<file path="src/rtl/arb_pkg.sv">
// arb_pkg: shared types and widths for the instruction/data memory arbiter.
package arb_pkg;
  localparam int CNT_W = 4;
  typedef enum logic {IDLE, BUSY} arb_state_t;
  typedef enum logic [1:0] {OWN_NONE, OWN_F, OWN_D} owner_t;
endpackage

</file>
<file path="src/rtl/arb_lat_timer.sv">
// arb_lat_timer: loadable up-counter flagging when an access reaches the memory latency.
module arb_lat_timer
  import arb_pkg::*;
(
  input  logic             clk,
  input  logic             rst,
  input  logic             start_i,
  input  logic [CNT_W-1:0] lat_i,
  output logic             done_o
);
  logic [CNT_W-1:0] cnt_q, cnt_d;
  assign done_o = cnt_q != '0 && cnt_q == lat_i;
  // Zero means idle; a start on the completion cycle reloads for back-to-back accesses.
  always_comb cnt_d = start_i ? CNT_W'(1) : (done_o || cnt_q == '0) ? '0 : cnt_q + CNT_W'(1);
  always_ff @(posedge clk or posedge rst) begin
    if (rst) cnt_q <= '0;
    else cnt_q <= cnt_d;
  end
endmodule

</file>
<file path="src/rtl/imem_arbiter.sv">
// imem_arbiter: shares one fixed-latency memory between fetch and data stages,
// data-first with a starvation override and fetch-response flush.
module imem_arbiter
  import arb_pkg::*;
#(
  parameter int MEM_LAT    = 2,
  parameter int STARVE_MAX = 3
) (
  input  logic        clk,
  input  logic        rst,
  input  logic        f_req,
  input  logic [31:0] f_addr,
  input  logic        f_flush,
  output logic        f_gnt,
  output logic        f_rvalid,
  output logic [31:0] f_rdata,
  input  logic        d_req,
  input  logic        d_we,
  input  logic [31:0] d_addr,
  input  logic [31:0] d_wdata,
  output logic        d_gnt,
  output logic        d_rvalid,
  output logic [31:0] d_rdata,
  output logic        m_req,
  output logic        m_we,
  output logic [31:0] m_addr,
  output logic [31:0] m_wdata,
  input  logic [31:0] m_rdata,
  output logic        busy
);
  localparam logic [CNT_W-1:0] LAT  = CNT_W'(MEM_LAT);
  localparam logic [CNT_W-1:0] SMAX = CNT_W'(STARVE_MAX);
  arb_state_t       state_q, state_d;
  owner_t           owner_q, owner_d;
  logic [CNT_W-1:0] starve_q, starve_d;
  logic             flush_q, flush_d, we_q, we_d;
  logic             done, comp, arb_pt, f_win, d_win;
  arb_lat_timer u_timer (
    .clk    (clk),
    .rst    (rst),
    .start_i(m_req),
    .lat_i  (LAT),
    .done_o (done)
  );
  always_comb begin
    comp     = state_q == BUSY && done;
    arb_pt   = !rst && (state_q == IDLE || comp);
    f_win    = arb_pt && f_req && (!d_req || starve_q == SMAX);
    d_win    = arb_pt && d_req && !f_win;
    f_gnt    = f_win;
    d_gnt    = d_win;
    m_req    = f_win || d_win;
    m_we     = d_win && d_we;
    m_addr   = d_win ? d_addr : f_win ? f_addr : '0;
    m_wdata  = d_win ? d_wdata : '0;
    // A flush arriving on the completion cycle itself still kills the response.
    f_rvalid = comp && owner_q == OWN_F && !flush_q && !f_flush;
    f_rdata  = f_rvalid ? m_rdata : '0;
    d_rvalid = comp && owner_q == OWN_D;
    d_rdata  = d_rvalid && !we_q ? m_rdata : '0;
    state_d  = m_req ? BUSY : comp ? IDLE : state_q;
    owner_d  = f_win ? OWN_F : d_win ? OWN_D : comp ? OWN_NONE : owner_q;
    we_d     = m_req ? m_we : comp ? 1'b0 : we_q;
    starve_d = f_win ? '0 : (d_win && f_req && starve_q != SMAX) ? starve_q + CNT_W'(1) : starve_q;
    flush_d  = f_win ? f_flush : comp ? 1'b0 : flush_q || (f_flush && state_q == BUSY && owner_q == OWN_F);
  end
  always_ff @(posedge clk or posedge rst) begin
    if (rst) begin
      state_q  <= IDLE;
      owner_q  <= OWN_NONE;
      starve_q <= '0;
      flush_q  <= 1'b0;
      we_q     <= 1'b0;
    end else begin
      state_q  <= state_d;
      owner_q  <= owner_d;
      starve_q <= starve_d;
      flush_q  <= flush_d;
      we_q     <= we_d;
    end
  end
  assign busy = state_q == BUSY;
endmodule

</file>
<file path="config.mk">
export PLATFORM = sky130hd
export DESIGN_NAME = imem_arbiter
export DESIGN_NICKNAME = d
export VERILOG_FILES = /design/src/rtl/arb_pkg.sv /design/src/rtl/arb_lat_timer.sv /design/src/rtl/imem_arbiter.sv
export SDC_FILE = /design/constraint.sdc
export NUM_CORES = 1
export LEC_CHECK = 0
export ABC_CLOCK_PERIOD_IN_PS = 5700
export CAP_MARGIN = 5
export CORE_AREA = 2 2 105 107
export DETAILED_ROUTE_END_ITERATION = 10
export DIE_AREA = 0 0 107 109
export DONT_BUFFER_PORTS = 1
export PLACE_DENSITY_LB_ADDON = 0.15
export SYNTH_ARGS = -nofsm -noshare
export SYNTH_HDL_FRONTEND = slang
export SYNTH_SLANG_ARGS = --single-unit
</file>
<file path="constraint.sdc">
create_clock -name clk -period 5.7 [get_ports clk]
set_clock_uncertainty 0.2 [all_clocks]
set_input_delay 1.14 -clock clk [delete_from_list [all_inputs] [get_ports clk]]
set_output_delay 1.14 -clock clk [all_outputs]
set_load 0.01 [all_outputs]
</file>
==> results of run 1 <==
[worst paths after layout]
| check | endpoint | slack [ns] | cells past startpoint |
|---|---|---|---|
| setup / recovery | f_rdata[14] | 1.51 | 6 |
| setup reg to reg | flush_q$_DFF_PP0_ | 3.04 | 7 |
| min in group asynchronous | u_timer.cnt_q[1]$_DFF_PP0_ | 0.59 | 2 |
| hold / removal | u_timer.cnt_q[0]$_DFF_PP0_ | 0.31 | 1 |
| max in group asynchronous | owner_q[1]$_DFFE_PP0P_ | 4.53 | 2 |
| hold reg to reg | u_timer.cnt_q[0]$_DFF_PP0_ | 0.31 | 1 |
[Yosys cell counts (2+ instances only)]
cell type  count  area [µm²]
o22ai_1        3       18.77
nor2_1        35       131.4
nand2_1        4       15.01
buf_6          3       33.78
clkbuf_1       7       26.28
and2_1        66       412.9
o211ai_1       2       15.01
and3_1        33       206.5
clkbuf_2       2       10.01
buf_2         10       50.05
nor2b_1        2       12.51
nor4b_4        2       47.55
nor3b_1        2       15.01
dfrtp_1       13       325.3
nand2b_1       3       18.77
a21oi_1        3       15.01
ha_1           4       50.05
o21ai_0        5       25.02
a22oi_1       32       240.2
nand3_1        4       20.02
nor3_1         2       10.01
a21o_1         3       22.52
inv_1          7       26.28
[routing by layer]
metal | track usage (%) | routed length (µm) | up-vias
li1 | - | - | 868
met1 | 12.15 | 2729 | 887
met2 | 21.79 | 3744 | 162
met3 | 2.510 | 634 | 4
met4 | 1.670 | 31 | 0
met5 | 0 | 0 | -
[area by class of cell]
| cell class | count | area [µm²] |
|---|---|---|
| diodes | 2 | 5.005 |
| flip-flops and latches | 13 | 325.3 |
| inverters | 7 | 26.28 |
| clock buffers | 4 | 45.04 |
| well taps | 140 | 175.2 |
| repair buffers | 3 | 22.52 |
| multi-input cells | 217 | 1419 |
| fillers | 1178 | 8584 |
[placed cells by master, fill, tap and decap left out, types with 4 or more instances in the layout]
cell,count
ha_1,4
nand3_1,4
inv_1,7
and3_1,33
o21ai_0,5
nand2_1,4
a22oi_1,32
nor2_1,35
dfrtp_1,13
and2_1,66
[cell families (layout without fill, tap and decap cells)]
kind of cell | count (synthesis) | count (layout) | synth area share, %
adder cells (fa/ha/maj) | 4 | 4 | 2.654
buffers and inverters | 29 | 14 | 7.764
AND/OR/NAND/NOR | 159 | 159 | 50.96
flip-flops | 13 | 13 | 17.25
other | 0 | 2 | 0
AO/OA/AOI/OAI | 53 | 53 | 20.90
XOR/XNOR | 1 | 1 | 0.4646
[sequential cells by signal, indices dropped and copies added (netlist names)]
register,cells
we_q,1
u_timer.cnt_q,4
flush_q,1
owner_q,2
starve_q,4
busy,1
[power by group through the flow]
stage / Sequential (W) / Clock [W] / Combinational (W)
after detailed placement: 0.000184 / 0 / 0.000297
after CTS: 0.000182 / 0.0000863 / 0.000297
after floorplan: 0.000173 / 0 / 0.000244
after global placement: 0.000185 / 0 / 0.000294
final: 0.000181 / 0.0000832 / 0.000290
after global routing: 0.000188 / 0.0000912 / 0.000327
[metrics by stage]
step / setup WS, ns / utilization, % / total power, W / std cells / area (µm²)
after floorplan: 2.215 / - / 0.0004173 / 259 / 1886
after global placement: 1.787 / 18.56 / 0.0004792 / 380 / 1968
after detailed placement: 1.767 / 18.56 / 0.0004806 / 380 / 1968
after CTS: 1.499 / 18.99 / 0.0005657 / 384 / 2013
after global routing: 1.232 / 19.03 / 0.0006066 / 386 / 2018
final: 1.514 / 19.03 / 0.0005545 / 386 / 2018
[worst max-delay path, delay by kind of cell, from the launching register on]
family	cells	cell delay [ns]
simple gates	4	1.89
flops	1	0.38
fa+ha+maj	1	0.25
buf+inv	1	0.08
==> impl_metrics.yaml, run 1 <==
sta:
  period_minus_slack_ns: 4.186
  setup_viol_count_final: 0
  finalCritPeriodShare_pct: 73.44
  hold_violations: 0
  slew_violations: 0
  worstMarginPinSlew_ns: 1.200
  rsz0062_at_grt: "no"
  slew_headroom_pct: 19.39
  finalSetupTns_ns: 0
  fmax_mhz: 238.9
  whs_ns: 0.3095
clock_tree:
  cts_resized: 0
  clock_latency_ns: 0.24
  cts.sinks: 13
  cts_tree: "built"
  hold_buffers: 0
  h-tree-depth: 1
  numCtsBuffers: 3
  clk_pin_slew_ns: 0.06
  clock_tree.root_cell: "clkbuf_8"
  cts_setup_buffers: 0
  cts.path.max_buffers: 2
power_and_ir_drop:
  seqPwrFrac_pct: 32.7
  ir_drop_mv: 0.08205
  combPwrFrac_pct: 52.3
  sw_frac_of_total_pct: 48.74
  cellPowerDensity_mw_per_mm2: 274.8
  p_switching_w: 0.0002703
  internal_power_w: 0.0002843
  leakage_nw: 0.8939
  clkPwrFrac_pct: 15.0
yosys:
  yosysWarnings: 0
  synthDistinctLibCells: 35
  synthCells: 259
  dominantRegCellSynth: "dfrtp_1"
  synthesis.nets: 397
  synth_area_mm2: 0.001886
  synth-edff-count: 0
  synthArstFlopShare_pct: 100.0
  ys_seq_elements: 13
  seq_area_frac_synth_pct: 17.25
  avgSynthCellArea_um2: 7.280
critical_path:
  crit_fanout: 33
  cp_slowest_cell: "nor4_4"
  worstPathCellList: "inv_1 -> ha_1 -> nor4b_4 -> nand2_4 -> nor4_4 -> and2_1"
  critPathLaunchType: "flop"
  cp_data_required_time_ns: 4.36
  crit_arrival_ns: 2.85
  max_stage_delay_ns: 0.99
  critPathLaunch: "u_timer.cnt_q[0]$_DFF_PP0_"
  end_kind: "output pin"
  path_class: "flop to output pin"
  r2r-start: "u_timer.cnt_q[0]$_DFF_PP0_"
global_routing:
  overflow: 0
  grt_first_pass_wirelength_um: 9825
  antenna_found_initial: 2
  grt_pass1_vias: 1709
  grt_max_degree: 67
  grt_usage_pct: 11.02
routing:
  drt_iter0_drc: 108
  totalWireLength_um: 7140
  vias_per_cell: 4.977
  firstDrtPassIters: 4
  drt.antenna.violating_nets: 0
  via_count: 1921
  wl_per_cell_um: 18.50
  drc: 0
layout:
  syn_to_final_growth_pct: 7.034
  drive_gt1_share_pct: 6.967
  final_nets: 383
place:
  io_buffers: 0
  place.gp.congestion: 0.8053
  dp_hpwl_um: 6039
die:
  die_area_mm2: 0.01166
  core_area_mm2: 0.01060
  rows: 38
  die_x_um: 107
  initial_core_util_pct: 17.78
  ios: 269
  die_h_um: 109
worst_hold_path:
  hp-start: "u_timer.cnt_q[0]$_DFF_PP0_"
  hold_path_class: "flop to flop"
status:
  run_status: "finished, final reports clean"
flow_run:
  drv_cap: 0
Note: power is estimated with default switching activity, not from simulation.
==> run 2, diff against run 1 <==
--- a/config.mk
+++ b/config.mk
@@ -5,7 +5,7 @@
 export SDC_FILE = /design/constraint.sdc
 export NUM_CORES = 1
 export LEC_CHECK = 0
-export ABC_CLOCK_PERIOD_IN_PS = 5700
+export ABC_CLOCK_PERIOD_IN_PS = 3700
 export CAP_MARGIN = 5
 export CORE_AREA = 2 2 105 107
 export DETAILED_ROUTE_END_ITERATION = 10
==> constraint.sdc (replaced) <==
create_clock -name clk -period 3.7 [get_ports clk]
set_clock_uncertainty 0.2 [all_clocks]
set_input_delay 0.74 -clock clk [delete_from_list [all_inputs] [get_ports clk]]
set_output_delay 0.74 -clock clk [all_outputs]
set_load 0.01 [all_outputs]
==> run 2 against run 1 <==
Hold slack got worse by 0.089 ns. Worst setup slack got worse by 1.2 ns. Final cell count rose by 1.6%. Sequential power rose by 55%. Critical path depth fell by 1. Clock-buffer cell count did not move. Non-clock buffer count rose by 4. Die area did not move. Routed wire length rose by 3.0%. Via count rose by 1.3%. Clock power rose by 55%. Largest power group unchanged.
==> impl_metrics.yaml, run 2 (synthesized netlist as in run 1, its figures left out) <==
clock_tree:
  h-tree-depth: 1
  numCtsBuffers: 3
  cts_tree: "built"
  cts.sinks: 13
  clk_pin_slew_ns: 0.06
  cts_resized: 0
  cts_setup_buffers: 0
  clock_tree.root_cell: "clkbuf_8"
  hold_buffers: 0
  clock_latency_ns: 0.24
  cts.path.max_buffers: 2
layout:
  nFillCells: 1188
  reg_top3: "starve_q (4), u_timer.cnt_q (4), owner_q (2)"
  layout_common_cells: "66 x and2_1, 35 x nor2_1, 33 x and3_1"
  seq_area_um2: 325.3
  mostFrequentLayoutCell: "and2_1"
  finalInstanceArea_mm2: 0.002053
  final_nets: 387
  final_util_pct: 19.37
  drive_gt1_share_pct: 8.468
  syn_to_final_growth_pct: 8.892
  multi_input_area_mm2: 0.001419
critical_path:
  crit_fanout: 66
  critPathLaunchType: "flop"
  r2r_slack_ns: 1.10
  end_kind: "output pin"
  cp_data_required_time_ns: 2.76
  crit_arrival_ns: 2.47
  path_class: "flop to output pin"
place:
  io_buffers: 0
  preCtsSetupSlack_ns: 0.5410
  dp_hpwl_um: 6205
  place.gp.congestion: 0.8138
  place_area_mm2: 0.001998
routing:
  totalWireLength_um: 7353
  drt_iter0_drc: 99
  via_count: 1946
  drt.antenna.violating_nets: 0
  wl_per_cell_um: 18.76
  firstDrtPassIters: 4
  vias_per_cell: 4.964
  drc: 0
flow_run:
  drv_cap: 0
sta:
  finalSetupTns_ns: 0
  fmax_mhz: 293.5
  slew_violations: 0
  finalWorstSetupSlack_ns: 0.2929
  hold_violations: 0
  rsz0062_at_grt: "no"
  setup_viol_count_final: 0
  period_minus_slack_ns: 3.407
  worstMarginPinSlew_ns: 1.046
  finalCritPeriodShare_pct: 92.08
  slew_headroom_pct: 30.28
worst_hold_path:
  hold_path_class: "primary input to asynchronous set/reset pin"
global_routing:
  overflow: 0
  grt_usage_pct: 11.08
  grt_max_degree: 67
  antenna_found_initial: 5
  grt_pass1_vias: 1708
  grt_first_pass_wirelength_um: 9701
die:
  die_x_um: 107
  die_h_um: 109
  initial_core_util_pct: 17.78
  rows: 38
  ios: 269
  die_area_mm2: 0.01166
  core_area_mm2: 0.01060
status:
  run_status: "finished, final reports clean"
power_and_ir_drop:
  p_total_w: 0.0008611
  cellPowerDensity_mw_per_mm2: 419.4
  leakage_nw: 0.9157
  ir_drop_mv: 0.1428
## run 2: cell types whose count changed in the layout (fill, tap and decap cells not counted), sizes merged
cell,delta
buf,+4
diode,+2
## run 2: routing by layer
layer | routed length, µm | global-route usage [%] | share of wire, % | up-vias
met2 | 3952 | 22.70 | 54 | 172
met4 | 21 | 1.948 | 0.29 | 2
li1 | - | - | - | 885
met5 | 16 | 0 | 0.22 | -
met1 | 2602 | 11.05 | 35 | 883
met3 | 759 | 3.228 | 10 | 4
## run 2: final timing paths
path / to / start / depth (start not counted)
max: m_addr[19] / starve_q[0]$_DFFE_PP0P_ / 5
min in group clk: starve_q[1]$_DFFE_PP0P_ / starve_q[1]$_DFFE_PP0P_ / 2
min reg2reg: starve_q[1]$_DFFE_PP0P_ / starve_q[1]$_DFFE_PP0P_ / 2
min: flush_q$_DFF_PP0_ / rst / 2
max reg2reg: we_q$_DFFE_PP0P_ / u_timer.cnt_q[0]$_DFF_PP0_ / 6
max in group asynchronous: u_timer.cnt_q[3]$_DFF_PP0_ / rst / 2
## run 2: area by class of cell
type                            count  share of cell area (%)
Antenna cell                        4                  0.4875
Clock buffer                        4                   2.194
Inverter                            7                   1.280
Multi-Input combinational cell    217                   69.10
Sequential cell                    13                   15.84
Tap cell                          140                   8.531
Timing Repair Buffer                7                   2.559
## run 2: worst max-delay path, stage by stage, from the launching register on
cell and delay, ns:
dfrtp_1 0.41, ha_1 0.24, or3b_2 0.23, o21a_2 0.80, a22oi_1 0.25, nor2_1 0.26
## run 2: stage by stage
stage                     std cells  hold slack, ns
final                           392          0.2207
after CTS                       388          0.2237
after detailed placement        384          0.3063
after floorplan                 259          0.2761
after global routing            391          0.2502
after global placement          384          0.2991
## run 2: where the power goes
part | internal (W) | switching, W | total, W
combinational | 0.000165 | 0.000286 | 0.000451
sequential | 0.000201 | 0.0000796 | 0.000281
clock | 0.0000761 | 0.0000530 | 0.000129
==> run 3, diff against run 2 <==
--- a/config.mk
+++ b/config.mk
@@ -5,11 +5,12 @@
 export SDC_FILE = /design/constraint.sdc
 export NUM_CORES = 1
 export LEC_CHECK = 0
+export ABC_AREA = 1
 export ABC_CLOCK_PERIOD_IN_PS = 3700
 export CAP_MARGIN = 5
-export CORE_AREA = 2 2 105 107
+export CORE_AREA = 2 2 104 106
 export DETAILED_ROUTE_END_ITERATION = 10
-export DIE_AREA = 0 0 107 109
+export DIE_AREA = 0 0 106 108
 export DONT_BUFFER_PORTS = 1
 export PLACE_DENSITY_LB_ADDON = 0.15
 export SYNTH_ARGS = -nofsm -noshare
==> run 3 against run 2 <==
Utilization up 1.2 points. Area after synthesis up 7.3%. Clock power about the same. Critical path depth up 5. Largest power group is now registers. Sequential power down 49%. Largest cell class unchanged. First-iteration DRC count up 20%. Global-route usage down 0.30 points. Via count up 15%. Critical path type unchanged. Hold slack better by 0.093 ns. Clock-buffer cell count unchanged. Final cell count up 26%.
==> impl_metrics.yaml, run 3 <==
layout:
  final_util_pct: 20.56
  multi_input_area_mm2: 0.001214
  layout_common_cells: "97 x nor2_1, 83 x inv_1, 72 x nand3_1"
  reg_top3: "starve_q (4), u_timer.cnt_q (4), owner_q (2)"
  syn_to_final_growth_pct: 3.958
  drive_gt1_share_pct: 6.983
  final_cells: 494
  num_antenna_cells: 0
  nFillCells: 1160
  mostFrequentLayoutCell: "nor2_1"
  final_nets: 497
  seq_area_um2: 325.3
power_and_ir_drop:
  ir_drop_mv: 0.05678
  leakage_nw: 1.304
  cellPowerDensity_mw_per_mm2: 147.3
  p_total_w: 0.0003099
sta:
  period_minus_slack_ns: 3.331
  hold_violations: 0
  worstMarginPinSlew_ns: 0.8628
  finalCritPeriodShare_pct: 90.02
  setup_viol_count_final: 0
  fmax_mhz: 300.2
  slew_violations: 0
  slew_headroom_pct: 42.12
  rsz0062_at_grt: "no"
  finalWorstSetupSlack_ns: 0.3691
  finalSetupTns_ns: 0
yosys:
  yosysTopAreaCell: "nor2_1"
  ys_top_cells_by_count: "97 x nor2_1, 83 x inv_1, 72 x nand3_1"
  seq_area_frac_synth_pct: 16.08
  synthCells: 372
  synth_mux_area_share_pct: 0
  synth-compound-area-share_pct: 1.361
  synth_most_common_cell: "nor2_1"
  synth_adder_area_share_pct: 2.474
  synth_top_area_share_pct: 18.00
  synth_top_family_by_area: "simple AND/OR/NAND/NOR gates"
  synthDistinctLibCells: 26
  synthSimpleGateAreaFrac_pct: 54.42
  synth-edff-count: 0
  avgSynthCellArea_um2: 5.439
  ys_seq_elements: 13
  dominantRegCellSynth: "dfrtp_1"
  synthArstFlopShare_pct: 100.0
  synthesis.nets: 510
  synth_xor_area_share_pct: 1.732
  synth_area_mm2: 0.002023
  synthTopCellsByArea: "nor2_1 18%, nand3_1 18%, dfrtp_1 16%"
  yosysWarnings: 0
die:
  die_h_um: 108
  core_area_mm2: 0.01023
  die_area_mm2: 0.01145
  initial_core_util_pct: 19.77
  die_x_um: 106
  rows: 37
  ios: 269
status:
  run_status: "finished, final reports clean"
clock_tree:
  clock_latency_ns: 0.25
  h-tree-depth: 1
  cts.path.max_buffers: 2
  cts_tree: "built"
  cts_resized: 0
  numCtsBuffers: 3
  clock_tree.root_cell: "clkbuf_8"
  clk_pin_slew_ns: 0.06
  cts.sinks: 13
  cts_setup_buffers: 0
  hold_buffers: 0
routing:
  drt_iter0_drc: 119
  firstDrtPassIters: 5
  totalWireLength_um: 7289
  wl_per_cell_um: 14.76
  drt.antenna.violating_nets: 0
  vias_per_cell: 4.518
  drc: 0
  via_count: 2232
global_routing:
  overflow: 0
  grt_pass1_vias: 1888
  grt_usage_pct: 10.78
  grt_max_degree: 37
  antenna_found_initial: 0
  grt_first_pass_wirelength_um: 9604
worst_hold_path:
  hold_path_class: "flop to flop"
  hp-start: "owner_q[1]$_DFFE_PP0P_"
critical_path:
  crit_arrival_ns: 2.39
  critPathLaunch: "u_timer.cnt_q[0]$_DFF_PP0_"
  cp_data_required_time_ns: 2.76
  crit_fanout: 34
  end_kind: "output pin"
  critPathLaunchType: "flop"
  path_class: "flop to output pin"
  r2r-start: "u_timer.cnt_q[0]$_DFF_PP0_"
place:
  preCtsSetupSlack_ns: 0.6248
  place.gp.congestion: 0.7819
  io_buffers: 0
  dp_hpwl_um: 6183
  dp_cells: 490
flow_run:
  drv_cap: 0
run 3: kinds of logic after synthesis:
group / Yosys count
AND/OR/NAND/NOR: 239
XOR/XNOR: 4
flip-flops: 13
adder cells (fa/ha/maj): 4
AO/OA/AOI/OAI: 5
buffers and inverters: 107
run 3: worst paths after layout:
path                                                   end  slack (ns)  cells after the start
worst min-delay path                owner_q[1]$_DFFE_PP0P_        0.31                      2
worst max register to register     starve_q[3]$_DFFE_PP0P_        1.28                     10
worst max-delay path                            m_addr[25]        0.37                     10
worst min register to register      owner_q[1]$_DFFE_PP0P_        0.31                      2
min in group asynchronous          starve_q[0]$_DFFE_PP0P_        0.43                      2
max in group asynchronous       u_timer.cnt_q[0]$_DFF_PP0_        2.70                      2
run 3: through the flow:
stage	hold slack, ns	area, µm²
3_3_place_gp	0.2906	2058
5_1_grt	0.3504	2103
4_1_cts	0.3131	2103
6_report	0.3134	2103
2_1_floorplan	0.2687	2023
3_5_place_dp	0.2992	2058
run 3: final cells by class:
class,count,area share [%]
flip-flops and latches,13,15.47
clock buffers,4,2.142
repair buffers,4,1.428
well taps,136,8.090
multi-input cells,252,57.70
inverters,85,15.17
run 3: metal layers:
layer	global-route usage [%]	wire length (µm)
met1	11.24	2607
met2	20.00	3736
met3	1.929	615
met4	6.861	329
met5	0	0
run 3: where the power goes:
group / switching [W] / internal, W / leakage (nW)
clock network: 0.0000552 / 0.0000763 / 0.0228
logic: 0.0000277 / 0.00000843 / 1.11
registers: 0 / 0.000142 / 0.171
total: 0.0000829 / 0.000227 / 1.30
run 3: critical path, cell delays in order, from the launching register on:
cell and delay (ns):
dfrtp_1 0.36, inv_1 0.08, ha_1 0.21, inv_1 0.07, nor2_2 0.05, nand2_2 0.07
nand2_4 0.09, nand3_4 0.11, clkinv_1 0.68, nand3_1 0.29, nand2_1 0.13
